$ cat src/rtl/affine2_pe_cfg_if.sv
// Link between adjacent affine-gap PEs: query load, target stream, cell values
// and running max travel together from PE k to PE k+1.
interface affine2_pe_cfg_if #(
    parameter int CALC_W = 16,
    parameter int BP_W   = 2,
    parameter int ADDR_W = 10
);
    logic        [BP_W-1:0]   s;
    logic                     s_load;
    logic        [BP_W-1:0]   t;
    logic                     valid;
    logic                     last;
    logic signed [CALC_W-1:0] h;
    logic signed [CALC_W-1:0] f;
    logic signed [CALC_W-1:0] f_hat;
    logic signed [CALC_W-1:0] mx;
    logic        [ADDR_W-1:0] mx_row;
    logic        [ADDR_W-1:0] mx_col;
    logic        [ADDR_W-1:0] row;

    modport master (output s, s_load, t, valid, last, h, f, f_hat, mx, mx_row, mx_col, row);
    modport slave  (input  s, s_load, t, valid, last, h, f, f_hat, mx, mx_row, mx_col, row);
endinterface

$ cat src/rtl/affine2_pe_cfg.sv
// Systolic PE for two-piece affine-gap alignment: holds one query base and scores
// one DP cell per valid target base, with saturating score arithmetic.
module affine2_pe_cfg #(
    parameter int CALC_W   = 16,
    parameter int BP_W     = 2,
    parameter int ADDR_W   = 10,
    parameter int MATCH    = 2,
    parameter int MISMATCH = 4,
    parameter int Q        = 4,
    parameter int E        = 2,
    parameter int QH       = 24,
    parameter int EH       = 1
) (
    input  logic              clk,
    input  logic              reset_i,
    input  logic              en_i,
    input  logic              local_i,
    affine2_pe_cfg_if.slave   up,
    affine2_pe_cfg_if.master  dn,
    output logic [4:0]        dir_out,
    output logic [ADDR_W-1:0] wr_addr_out,
    output logic              busy_out
);
    typedef logic signed [CALC_W-1:0] sc_t;
    typedef enum logic [1:0] {IDLE, RUN, DRAIN} st_t;

    localparam sc_t MAX_V   = {1'b0, {(CALC_W-1){1'b1}}};
    localparam sc_t MIN_V   = {1'b1, {(CALC_W-1){1'b0}}};
    // -2^(W-1) + 2^(W-3): leaves headroom so gap chains never hit the rail early
    localparam sc_t NEG_INF = {3'b101, {(CALC_W-3){1'b0}}};
    localparam sc_t C_E     = sc_t'(E);
    localparam sc_t C_QE    = sc_t'(Q + E);
    localparam sc_t C_EH    = sc_t'(EH);
    localparam sc_t C_QHEH  = sc_t'(QH + EH);
    localparam sc_t C_MA    = sc_t'(MATCH);
    localparam sc_t C_MM    = sc_t'(-MISMATCH);

    function automatic sc_t sat_add(sc_t a, sc_t b);
        logic [CALC_W:0] s;
        s = {a[CALC_W-1], a} + {b[CALC_W-1], b};
        if (s[CALC_W] != s[CALC_W-1]) return s[CALC_W] ? MIN_V : MAX_V;
        return sc_t'(s[CALC_W-1:0]);
    endfunction

    function automatic sc_t sat_sub(sc_t a, sc_t b);
        logic [CALC_W:0] s;
        s = {a[CALC_W-1], a} - {b[CALC_W-1], b};
        if (s[CALC_W] != s[CALC_W-1]) return s[CALC_W] ? MIN_V : MAX_V;
        return sc_t'(s[CALC_W-1:0]);
    endfunction

    function automatic sc_t smax(sc_t a, sc_t b);
        return (a > b) ? a : b;
    endfunction

    st_t               state_q, state_d;
    logic              local_q;
    logic [ADDR_W-1:0] col_q;
    sc_t               e_q, eh_q, hl_q, hd_q;
    logic [BP_W-1:0]   s_q, t_q;
    logic              sl_q, vld_q, last_q;
    sc_t               h_q, f_q, fh_q, mx_q;
    logic [ADDR_W-1:0] mxr_q, mxc_q, row_q, wr_q;
    logic [4:0]        dir_q;

    logic              start, lcl;
    logic [ADDR_W-1:0] c, row_inc;
    sc_t               e_prev, eh_prev, hl, hd, sc;
    sc_t               e_ext, e_opn, e_new, eh_ext, eh_opn, eh_new;
    sc_t               f_ext, f_opn, f_new, fh_ext, fh_opn, fh_new;
    sc_t               d, best, h_new;
    logic [4:0]        dir_new;

    // A valid base outside RUN opens a new target, including straight out of DRAIN.
    always_comb begin
        start   = up.valid && (state_q != RUN);
        lcl     = start ? local_i : local_q;
        c       = start ? '0      : col_q;
        e_prev  = start ? NEG_INF : e_q;
        eh_prev = start ? NEG_INF : eh_q;
        hl      = start ? '0      : hl_q;
        hd      = start ? '0      : hd_q;
        row_inc = up.row + 1'b1;
        sc      = (s_q == up.t) ? C_MA : C_MM;

        e_ext   = sat_sub(e_prev, C_E);
        e_opn   = sat_sub(hl, C_QE);
        e_new   = smax(e_ext, e_opn);
        eh_ext  = sat_sub(eh_prev, C_EH);
        eh_opn  = sat_sub(hl, C_QHEH);
        eh_new  = smax(eh_ext, eh_opn);
        f_ext   = sat_sub(up.f, C_E);
        f_opn   = sat_sub(up.h, C_QE);
        f_new   = smax(f_ext, f_opn);
        fh_ext  = sat_sub(up.f_hat, C_EH);
        fh_opn  = sat_sub(up.h, C_QHEH);
        fh_new  = smax(fh_ext, fh_opn);
        d       = sat_add(hd, sc);

        best    = smax(smax(smax(d, e_new), smax(f_new, eh_new)), fh_new);
        h_new   = (lcl && best < 0) ? '0 : best;

        dir_new = {f_ext >= f_opn, e_ext >= e_opn, 3'b000};
        if      (d      == h_new) dir_new[2:0] = 3'b000;
        else if (e_new  == h_new) dir_new[2:0] = 3'b001;
        else if (f_new  == h_new) dir_new[2:0] = 3'b010;
        else if (eh_new == h_new) dir_new[2:0] = 3'b101;
        else if (fh_new == h_new) dir_new[2:0] = 3'b110;
        else                      dir_new[2:0] = 3'b011;
    end

    always_comb begin
        state_d = state_q;
        case (state_q)
            IDLE, DRAIN: if (up.valid) state_d = up.last ? DRAIN : RUN;
                         else          state_d = IDLE;
            RUN:         if (up.valid && up.last) state_d = DRAIN;
            default:     state_d = IDLE;
        endcase
    end

    always_comb begin
        busy_out = (state_q != IDLE);
    end

    always_ff @(posedge clk or posedge reset_i) begin
        if (reset_i) begin
            state_q <= IDLE;
            local_q <= 1'b0;
            col_q   <= '0;
            e_q     <= NEG_INF;
            eh_q    <= NEG_INF;
            hl_q    <= NEG_INF;
            hd_q    <= '0;
            s_q     <= '0;
            sl_q    <= 1'b0;
            t_q     <= '0;
            vld_q   <= 1'b0;
            last_q  <= 1'b0;
            h_q     <= '0;
            f_q     <= '0;
            fh_q    <= '0;
            mx_q    <= '0;
            mxr_q   <= '0;
            mxc_q   <= '0;
            row_q   <= '0;
            dir_q   <= '0;
            wr_q    <= '0;
        end else if (en_i) begin
            state_q <= state_d;
            if (up.s_load) s_q <= up.s;
            sl_q    <= up.s_load;
            t_q     <= up.t;
            vld_q   <= up.valid;
            last_q  <= up.last;
            row_q   <= row_inc;
            if (up.valid) begin
                col_q   <= c + 1'b1;
                local_q <= lcl;
                e_q     <= e_new;
                eh_q    <= eh_new;
                hl_q    <= h_new;
                hd_q    <= up.h;
                h_q     <= h_new;
                f_q     <= f_new;
                fh_q    <= fh_new;
                dir_q   <= dir_new;
                wr_q    <= c;
            end else begin
                h_q     <= '0;
                f_q     <= '0;
                fh_q    <= '0;
                dir_q   <= '0;
            end
            // Ties keep the upstream max so the earliest row wins.
            if (up.valid && h_new > up.mx) begin
                mx_q  <= h_new;
                mxr_q <= row_inc;
                mxc_q <= c;
            end else begin
                mx_q  <= up.mx;
                mxr_q <= up.mx_row;
                mxc_q <= up.mx_col;
            end
        end
    end

    assign dn.s        = s_q;
    assign dn.s_load   = sl_q;
    assign dn.t        = t_q;
    assign dn.valid    = vld_q;
    assign dn.last     = last_q;
    assign dn.h        = h_q;
    assign dn.f        = f_q;
    assign dn.f_hat    = fh_q;
    assign dn.mx       = mx_q;
    assign dn.mx_row   = mxr_q;
    assign dn.mx_col   = mxc_q;
    assign dn.row      = row_q;
    assign dir_out     = dir_q;
    assign wr_addr_out = wr_q;
endmodule
$ cat src/flat_wrapper.sv
// flat-port wrapper written by rule: the top's interface ports become plain ports
module affine2_pe_cfg_flat 
#(
    parameter int CALC_W   = 16,
    parameter int BP_W     = 2,
    parameter int ADDR_W   = 10,
    parameter int MATCH    = 2,
    parameter int MISMATCH = 4,
    parameter int Q        = 4,
    parameter int E        = 2,
    parameter int QH       = 24,
    parameter int EH       = 1
)
  (clk, reset_i, en_i, local_i, dir_out, wr_addr_out, busy_out, up_s, up_s_load, up_t, up_valid, up_last, up_h, up_f, up_f_hat, up_mx, up_mx_row, up_mx_col, up_row, dn_s, dn_s_load, dn_t, dn_valid, dn_last, dn_h, dn_f, dn_f_hat, dn_mx, dn_mx_row, dn_mx_col, dn_row);
  affine2_pe_cfg_if #(.CALC_W(CALC_W), .BP_W(BP_W), .ADDR_W(ADDR_W)) up_i ();
  affine2_pe_cfg_if #(.CALC_W(CALC_W), .BP_W(BP_W), .ADDR_W(ADDR_W)) dn_i ();
  input  logic clk;
  input  logic reset_i;
  input  logic en_i;
  input  logic local_i;
  output logic [4:0] dir_out;
  output logic [ADDR_W-1:0] wr_addr_out;
  output logic busy_out;
  input wire logic [$bits(up_i.s)-1:0] up_s;
  input wire logic [$bits(up_i.s_load)-1:0] up_s_load;
  input wire logic [$bits(up_i.t)-1:0] up_t;
  input wire logic [$bits(up_i.valid)-1:0] up_valid;
  input wire logic [$bits(up_i.last)-1:0] up_last;
  input wire logic [$bits(up_i.h)-1:0] up_h;
  input wire logic [$bits(up_i.f)-1:0] up_f;
  input wire logic [$bits(up_i.f_hat)-1:0] up_f_hat;
  input wire logic [$bits(up_i.mx)-1:0] up_mx;
  input wire logic [$bits(up_i.mx_row)-1:0] up_mx_row;
  input wire logic [$bits(up_i.mx_col)-1:0] up_mx_col;
  input wire logic [$bits(up_i.row)-1:0] up_row;
  output wire logic [$bits(dn_i.s)-1:0] dn_s;
  output wire logic [$bits(dn_i.s_load)-1:0] dn_s_load;
  output wire logic [$bits(dn_i.t)-1:0] dn_t;
  output wire logic [$bits(dn_i.valid)-1:0] dn_valid;
  output wire logic [$bits(dn_i.last)-1:0] dn_last;
  output wire logic [$bits(dn_i.h)-1:0] dn_h;
  output wire logic [$bits(dn_i.f)-1:0] dn_f;
  output wire logic [$bits(dn_i.f_hat)-1:0] dn_f_hat;
  output wire logic [$bits(dn_i.mx)-1:0] dn_mx;
  output wire logic [$bits(dn_i.mx_row)-1:0] dn_mx_row;
  output wire logic [$bits(dn_i.mx_col)-1:0] dn_mx_col;
  output wire logic [$bits(dn_i.row)-1:0] dn_row;
  assign up_i.s = up_s;
  assign up_i.s_load = up_s_load;
  assign up_i.t = up_t;
  assign up_i.valid = up_valid;
  assign up_i.last = up_last;
  assign up_i.h = up_h;
  assign up_i.f = up_f;
  assign up_i.f_hat = up_f_hat;
  assign up_i.mx = up_mx;
  assign up_i.mx_row = up_mx_row;
  assign up_i.mx_col = up_mx_col;
  assign up_i.row = up_row;
  assign dn_s = dn_i.s;
  assign dn_s_load = dn_i.s_load;
  assign dn_t = dn_i.t;
  assign dn_valid = dn_i.valid;
  assign dn_last = dn_i.last;
  assign dn_h = dn_i.h;
  assign dn_f = dn_i.f;
  assign dn_f_hat = dn_i.f_hat;
  assign dn_mx = dn_i.mx;
  assign dn_mx_row = dn_i.mx_row;
  assign dn_mx_col = dn_i.mx_col;
  assign dn_row = dn_i.row;
  affine2_pe_cfg #(.CALC_W(CALC_W), .BP_W(BP_W), .ADDR_W(ADDR_W), .MATCH(MATCH), .MISMATCH(MISMATCH), .Q(Q), .E(E), .QH(QH), .EH(EH)) u_core (.clk(clk), .reset_i(reset_i), .en_i(en_i), .local_i(local_i), .up(up_i), .dn(dn_i), .dir_out(dir_out), .wr_addr_out(wr_addr_out), .busy_out(busy_out));
endmodule
$ cat config.mk
export PLATFORM = sky130hd
export DESIGN_NAME = affine2_pe_cfg_flat
export DESIGN_NICKNAME = d
export VERILOG_FILES = /design/src/rtl/affine2_pe_cfg_if.sv /design/src/rtl/affine2_pe_cfg.sv /design/src/flat_wrapper.sv
export SDC_FILE = /design/constraint.sdc
export NUM_CORES = 1
export LEC_CHECK = 0
export CORE_ASPECT_RATIO = 1.4
export CORE_MARGIN = 2
export CORE_UTILIZATION = 50
export DETAILED_ROUTE_END_ITERATION = 10
export PLACE_DENSITY_LB_ADDON = 0.3
export SYNTH_ARGS = -nofsm -noshare
export SYNTH_HDL_FRONTEND = slang
export SYNTH_SLANG_ARGS = --single-unit
$ cat constraint.sdc
create_clock -name clk -period 16.25 [get_ports clk]
set_input_delay 1.625 -clock clk [delete_from_list [all_inputs] [get_ports clk]]
set_output_delay 1.625 -clock clk [all_outputs]
set_load 0.005 [all_outputs]
Word-level counts from Yosys, hierarchy flattened
Index checks and enable logic that the tools add are counted.
{"block": "op_classes", "n_eq_ne": 19, "add_sub_neg": 11, "reduce_logical": 10, "n_mux": 68, "order_cmp": 12}
{"cell": "$mux W16", "n": 45}
{"cell": "$gt A16 B16 Y1", "n": 9}
{"cell": "$eq A16 B16 Y1", "n": 5}
{"cell": "$sub A16 B2 Y17 const B", "n": 2}
{"cell": "$sub A16 B3 Y17 const B", "n": 2}
{"cell": "$sub A16 B4 Y17 const B", "n": 2}
{"cell": "$sub A16 B6 Y17 const B", "n": 2}
{"cell": "$ge A16 B16 Y1", "n": 2}
{"cell": "$mux W10", "n": 3}
{"cell": "$add A10 B1 Y10 const B", "n": 2}
{"cell": "$add A16 B16 Y17", "n": 1}
{"cell": "$lt A16 B1 Y1 const B", "n": 1}
{"cell": "$mux W3", "n": 5}
{"cell": "$mux W1", "n": 10}
{"cell": "$ne A1 B1 Y1", "n": 9}
{"cell": "$mux W2", "n": 3}
{"cell": "$reduce_and A2 Y1", "n": 3}
{"cell": "$mux W5", "n": 1}
{"cell": "$logic_and A1 B1 Y1", "n": 4}
{"cell": "$ne A2 B1 Y1 const B", "n": 2}
{"cell": "$pmux W2 S2", "n": 1}
{"cell": "$eq A2 B1 Y1 const B", "n": 1}
{"cell": "$eq A2 B2 Y1", "n": 1}
{"cell": "$eq A2 B2 Y1 const B", "n": 1}
{"cell": "other kinds (3)", "n": 3}
{"block": "totals", "in_bits": 105, "elab_cells": 141, "ff_bits": 193, "out_inout_bits": 117}

Longest topological paths before layout
{"block": "depth", "depth_word": 25, "mapped_depth": 82, "ltp_nobuf": 67}

Worst setup path before layout
Ideal clock, no wire load.
{"block": "synth_timing", "kind": "input to register", "from": "input port up_valid", "to": "register u_core.mx_q[10], in the netlist u_core.dn.mx[10]", "path_slack_ns": -0.970, "t_arrival_ns": 17.083, "setup_ns": 0.137, "path_stages": 76, "t_required_ns": 16.113, "path_cell_list": "clkbuf_1 nand2_1 clkbuf_1 clkbuf_1 clkbuf_1 clkbuf_1 nand2_1 ha_1 clkbuf_1 nand3_1 nor3_1 xnor2_1 nand2_1 ha_1 inv_1 or2_2 clkbuf_1 a21boi_0 [... 40 more ...] nor2_2 buf_2 buf_1 a21oi_1 ha_1 nor2b_1 o21a_1 o21ai_0 nand2b_1 a21oi_1 o21ai_0 a211oi_1 mux2i_1 a311oi_1 clkbuf_1 buf_1 mux2i_1 a21oi_1"}
{"block": "synth_between", "elab_chain_len": 20}
{"item": "start: declaration", "line": "flat_wrapper.sv:27", "rtl": "input wire logic [$bits(up_i.valid)-1:0] up_valid;"}
{"item": "$logic_and A1 B1 Y1 (*)", "line": "affine2_pe_cfg.sv:76", "rtl": "start = up.valid && (state_q != RUN);"}
{"item": "$mux W16 (on tied branches)", "line": "affine2_pe_cfg.sv:79, affine2_pe_cfg.sv:80, affine2_pe_cfg.sv:81"}
{"item": "$sub A16 B3 Y17 (tied with other cells)", "line": "affine2_pe_cfg.sv:47", "rtl": "s = {a[CALC_W-1], a} - {b[CALC_W-1], b};"}
{"item": "$mux W16 / $ne A1 B1 Y1 (equally long branches)", "line": "affine2_pe_cfg.sv:48", "rtl": "if (s[CALC_W] != s[CALC_W-1]) return s[CALC_W] ? MIN_V : MAX_V;"}
{"item": "$mux W16 / $mux W1 (equally long branches)", "line": "affine2_pe_cfg.sv:48"}
{"item": "$mux W16", "line": "affine2_pe_cfg.sv:49", "rtl": "return sc_t'(s[CALC_W-1:0]);"}
{"item": "$gt A16 B16 Y1", "line": "affine2_pe_cfg.sv:53", "rtl": "return (a > b) ? a : b;"}
{"item": "$mux W16", "line": "affine2_pe_cfg.sv:53"}
{"item": "[... 5 more ...]"}
{"item": "$mux W16", "line": "affine2_pe_cfg.sv:53"}
{"item": "$lt A16 B1 Y1", "line": "affine2_pe_cfg.sv:101", "rtl": "h_new = (lcl && best < 0) ? '0 : best;"}
{"item": "$logic_and A1 B1 Y1", "line": "affine2_pe_cfg.sv:101"}
{"item": "$mux W16 (*)", "line": "affine2_pe_cfg.sv:101"}
{"item": "via u_core.h_new[1]", "line": "affine2_pe_cfg.sv:71", "rtl": "sc_t d, best, h_new;"}
{"item": "$gt A16 B16 Y1 (*)", "line": "affine2_pe_cfg.sv:176", "rtl": "if (up.valid && h_new > up.mx) begin"}
{"item": "$logic_and A1 B1 Y1 (*)", "line": "affine2_pe_cfg.sv:176"}
{"item": "$mux W16 (*)", "line": "affine2_pe_cfg.sv:176"}
{"item": "end signal: assignment", "line": "affine2_pe_cfg.sv:177", "rtl": "mx_q <= h_new;"}
{"item": "end signal: assignment", "line": "affine2_pe_cfg.sv:181", "rtl": "mx_q <= up.mx;"}
{"item": "end: declaration", "line": "affine2_pe_cfg.sv:62", "rtl": "sc_t h_q, f_q, fh_q, mx_q;"}
The timed path passes the listed nets; every way through them passes the cells marked *. The select of a mux whose other input is x is not followed.
A chain may end at the register's enable or synchronous reset.

Worst setup path in the final report
{"block": "layout_timing", "from": "input port up_h[9]", "to": "register u_core.mxr_q[3], in the netlist u_core.dn.mx_row[3]"}
{"block": "layout_between", "elab_chain_len": 18}
{"item": "start: declaration", "line": "flat_wrapper.sv:29", "rtl": "input wire logic [$bits(up_i.h)-1:0] up_h;"}
{"item": "$sub A16 B4 Y17", "line": "affine2_pe_cfg.sv:47"}
{"item": "$mux W16 / $ne A1 B1 Y1 (equally long branches)", "line": "affine2_pe_cfg.sv:48"}
{"item": "$mux W16 / $mux W1 (equally long branches)", "line": "affine2_pe_cfg.sv:48"}
{"item": "$mux W16", "line": "affine2_pe_cfg.sv:49"}
{"item": "$gt A16 B16 Y1", "line": "affine2_pe_cfg.sv:53"}
{"item": "$mux W16", "line": "affine2_pe_cfg.sv:53"}
{"item": "$gt A16 B16 Y1", "line": "affine2_pe_cfg.sv:53"}
{"item": "$mux W16", "line": "affine2_pe_cfg.sv:53"}
{"item": "[... 3 more ...]"}
{"item": "$mux W16 (*)", "line": "affine2_pe_cfg.sv:53"}
{"item": "$lt A16 B1 Y1", "line": "affine2_pe_cfg.sv:101"}
{"item": "$logic_and A1 B1 Y1", "line": "affine2_pe_cfg.sv:101"}
{"item": "$mux W16 (*)", "line": "affine2_pe_cfg.sv:101"}
{"item": "via u_core.h_new[11]", "line": "affine2_pe_cfg.sv:71"}
{"item": "$gt A16 B16 Y1 (*)", "line": "affine2_pe_cfg.sv:176"}
{"item": "$logic_and A1 B1 Y1 (*)", "line": "affine2_pe_cfg.sv:176"}
{"item": "$mux W10 (*)", "line": "affine2_pe_cfg.sv:176"}
{"item": "end signal: assignment", "line": "affine2_pe_cfg.sv:178", "rtl": "mxr_q <= row_inc;"}
{"item": "end signal: assignment", "line": "affine2_pe_cfg.sv:182", "rtl": "mxr_q <= up.mx_row;"}
{"item": "end: declaration", "line": "affine2_pe_cfg.sv:63", "rtl": "logic [ADDR_W-1:0] mxr_q, mxc_q, row_q, wr_q;"}
Marked as above.

==> impl_metrics.ini <==
[clock_tree]
root_buffer = clkbuf_16
h-tree-depth = 4
cts_hold_buf = 0
clock_latency_ns = 0.50
cts_buffer_depth = 2
clk_pin_slew_ns = 0.09
cts_buffers = 17
cts_tree = yes
numClockSinks = 193

[floorplanning]
dieArea_sq_mm = 0.04034
die_h_microns = 236.8
initial_core_util_pct = 50.58
boundaryPins = 222
dieWidth_microns = 170.3
num_rows = 85
core_sq_mm = 0.03829

[synthesis]
synth-seq-cells = 193
netlist_top_cells_area = dfrtp_1, ha_1, nand2_1, o21ai_0, inv_1
syn_area_sq_mm = 0.01936
yosys.area.top_type = dfrtp_1
yosysSeqAreaShare_pct = 24.98
synth_edf_count = 0
yosysTopAreaCellShare_pct = 24.17
synth.avg_cell_area_sq_um = 7.859
ys.flop_type = dfrtp_1
synth.distinct_cells = 101
synth.net_count = 2756
synth_cells = 2464
async_flop_share_pct = 100.0
yosysWarnings = 0

[timing]
period_share_pct = 95.64
drv_slew = 0
worst_slew_pin_slew_ns = 1.374
setup-violations-final = 0
relSlewSlack_pct = 7.433
hold_viol_final = 0
fmax_ghz = 0.06434
min_period_ns = 15.54
skew_ns = 0.01790

[finish]
drive_above_1_share_pct = 13.39
stdcell_count = 3256
finalInstanceArea_sq_mm = 0.02401
area_delta_synth_final_pct = 23.99
multi_input_area_sq_mm = 0.01345
finalNetCount = 3057
nFillCells = 3419
regArea_sq_mm = 0.004837
diodes = 0
final_core_util_pct = 62.71

[critical_path]
slowest_stage = clkdlybuf4s50_1
critPathKind = in -> reg
crit_start = up_h[9]
critPathArrivalTime_ns = 15.92
r2r_slack_ns = 1.21
end_kind = register
worstPathMaxFanout = 11
max_stage_delay_ns = 0.55
cp-start-kind = primary input
reg2reg_from = u_core.hl_q[4]$_DFFE_PP0P_
crit_required_ns = 16.63

[global_route]
grt_pass1_wl_mm = 124.8
gr-total-overflow = 0
gr-usage-all-layers_pct = 41.40
grt_pass1_vias = 20746
antenna_found_initial = 0
grt_max_degree = 124

[run_status]
status = finished clean

[placement]
dpl.hpwl_mm = 65.58
io_buffers = 221
dpl.cell_count = 3215
placed_area_sq_mm = 0.02310
place.gp.congestion = 1.087

[detailed_routing]
viasPerCell = 6.423
drt_iter0_markers = 2216
vias = 20912
drt_pass1_iterations = 6
wirelength_mm = 84.01
ant_nets = 0
routedWlPerCell_microns = 25.80
drc = 0

[flow_run]
maxCapViolations = 0

[min_path]
hold_path_class = reg -> reg
worstHoldStart = u_core.hd_q[5]$_DFFE_PP0P_
## cell usage after synthesis (all sizes together) (11+ instances only)
library cell	instances
a211oi	22
a21boi	29
a21o	42
a21oi	139
a22oi	13
a31oi	22
and2	36
and3	11
buf	16
clkbuf	101
dfrtp	187
ha	186
inv	235
mux2	63
mux2i	77
nand2	271
nand2b	27
nand3	52
nand4	35
nor2	170
nor2b	17
nor3	62
nor4	28
o211ai	17
o21a	45
o21ai	189
o22ai	54
o31ai	18
or2	19
xnor2	73
xor2	48
## final timing paths
path                                              endpoint  cells past startpoint
hold reg to reg                 u_core.hd_q[5]$_DFFE_PP0P_                      2
setup / recovery           u_core.dn.mx_row[3]$_DFFE_PP0P_                     62
min in group asynchronous  u_core.dn.mx_row[3]$_DFFE_PP0P_                      2
setup reg to reg           u_core.dn.mx_row[3]$_DFFE_PP0P_                     57
hold / removal                  u_core.hd_q[5]$_DFFE_PP0P_                      2
max in group asynchronous      u_core.eh_q[14]$_DFFE_PP0P_                      3
## state kept, by name, summed over array words and instances, names as in the netlist, 16 cells and up
signal	flops
u_core.dn.f	16
u_core.eh_q	16
u_core.dn.mx	16
u_core.e_q	16
u_core.hd_q	16
u_core.dn.h	16
u_core.hl_q	16
u_core.dn.f_hat	16
## worst max-delay path, delay by kind of cell
family | cells | cell delay [ns]
buffers and inverters | 7 | 1.47
and+or+nand+nor | 17 | 3.48
AOI/OAI and AO/OA | 25 | 5.54
adders and majority gates | 6 | 1.89
muxes | 6 | 1.72
xor gates and xnor gates | 1 | 0.16
## what timing repair did
item,CTS,global route
setup buffers,0,9
setup endpoints to repair,0,39
gates resized for setup,0,52
hold endpoints to repair,0,0
## cells by family (layout without fill, tap and decap cells)
kind of cell / count (synthesis) / in the layout / synth area share (%)
adder cells (fa/ha/maj): 187 / 187 / 12.12
XOR/XNOR: 121 / 121 / 5.473
buffers and inverters: 352 / 666 / 6.953
AO/OA/AOI/OAI: 695 / 695 / 23.62
flip-flops: 193 / 193 / 24.98
multiplexers: 140 / 140 / 7.663
AND/OR/NAND/NOR: 776 / 776 / 19.18
## cells in the final DEF (no fill, tap or decap), types with 25 or more instances in the layout
cell / Yosys / layout
a21o_1: 42 / 42
mux2_2: 62 / 62
o21a_1: 45 / 45
clkdlybuf4s50_1: 0 / 220
inv_1: 233 / 232
and2_1: 35 / 34
nor3_1: 62 / 61
o21ai_0: 183 / 180
nor2_1: 167 / 164
mux2i_1: 77 / 67
o22ai_1: 52 / 52
dfrtp_1: 187 / 187
xnor2_1: 73 / 73
xor2_1: 48 / 48
buf_4: 0 / 174
a21oi_1: 138 / 136
nor4_1: 28 / 25
nand2b_1: 27 / 27
nand3_1: 52 / 51
nand4_1: 35 / 35
ha_1: 186 / 184
nand2_1: 270 / 267
## stage by stage
| step | hold slack [ns] | setup TNS (ns) | setup slack, ns |
|---|---|---|---|
| 2_1_floorplan | 0.4374 | 0 | 0.02915 |
| 3_3_place_gp | 0.4535 | -12.06 | -0.3733 |
| 3_5_place_dp | 0.4557 | -14.14 | -0.4494 |
| 4_1_cts | 0.4756 | 0 | 0.03101 |
| 5_1_grt | 0.4846 | -2.645 | -0.1136 |
| 6_report | 0.4719 | 0 | 0.7085 |
## layer usage
metal / global-route usage [%] / vias to the layer above / share of wire (%)
li1: - / 9414 / -
met1: 45.24 / 10066 / 36
met2: 70.31 / 1067 / 48
met3: 7.956 / 365 / 7.0
met4: 31.68 / 0 / 9.0
met5: 0 / - / 0
## final cells by class
cell class                      count  area share, %
Multi-Input combinational cell   1919          56.04
Timing Repair Buffer              399          14.96
Sequential cell                   193          20.15
Clock buffer                       17          1.772
Inverter                          235          3.705
Tap cell                          478          2.491
Clock inverter                     15         0.8860
Power is not shown: default switching activity piles up to over one toggle a cycle in this logic, so the estimate is an artifact.
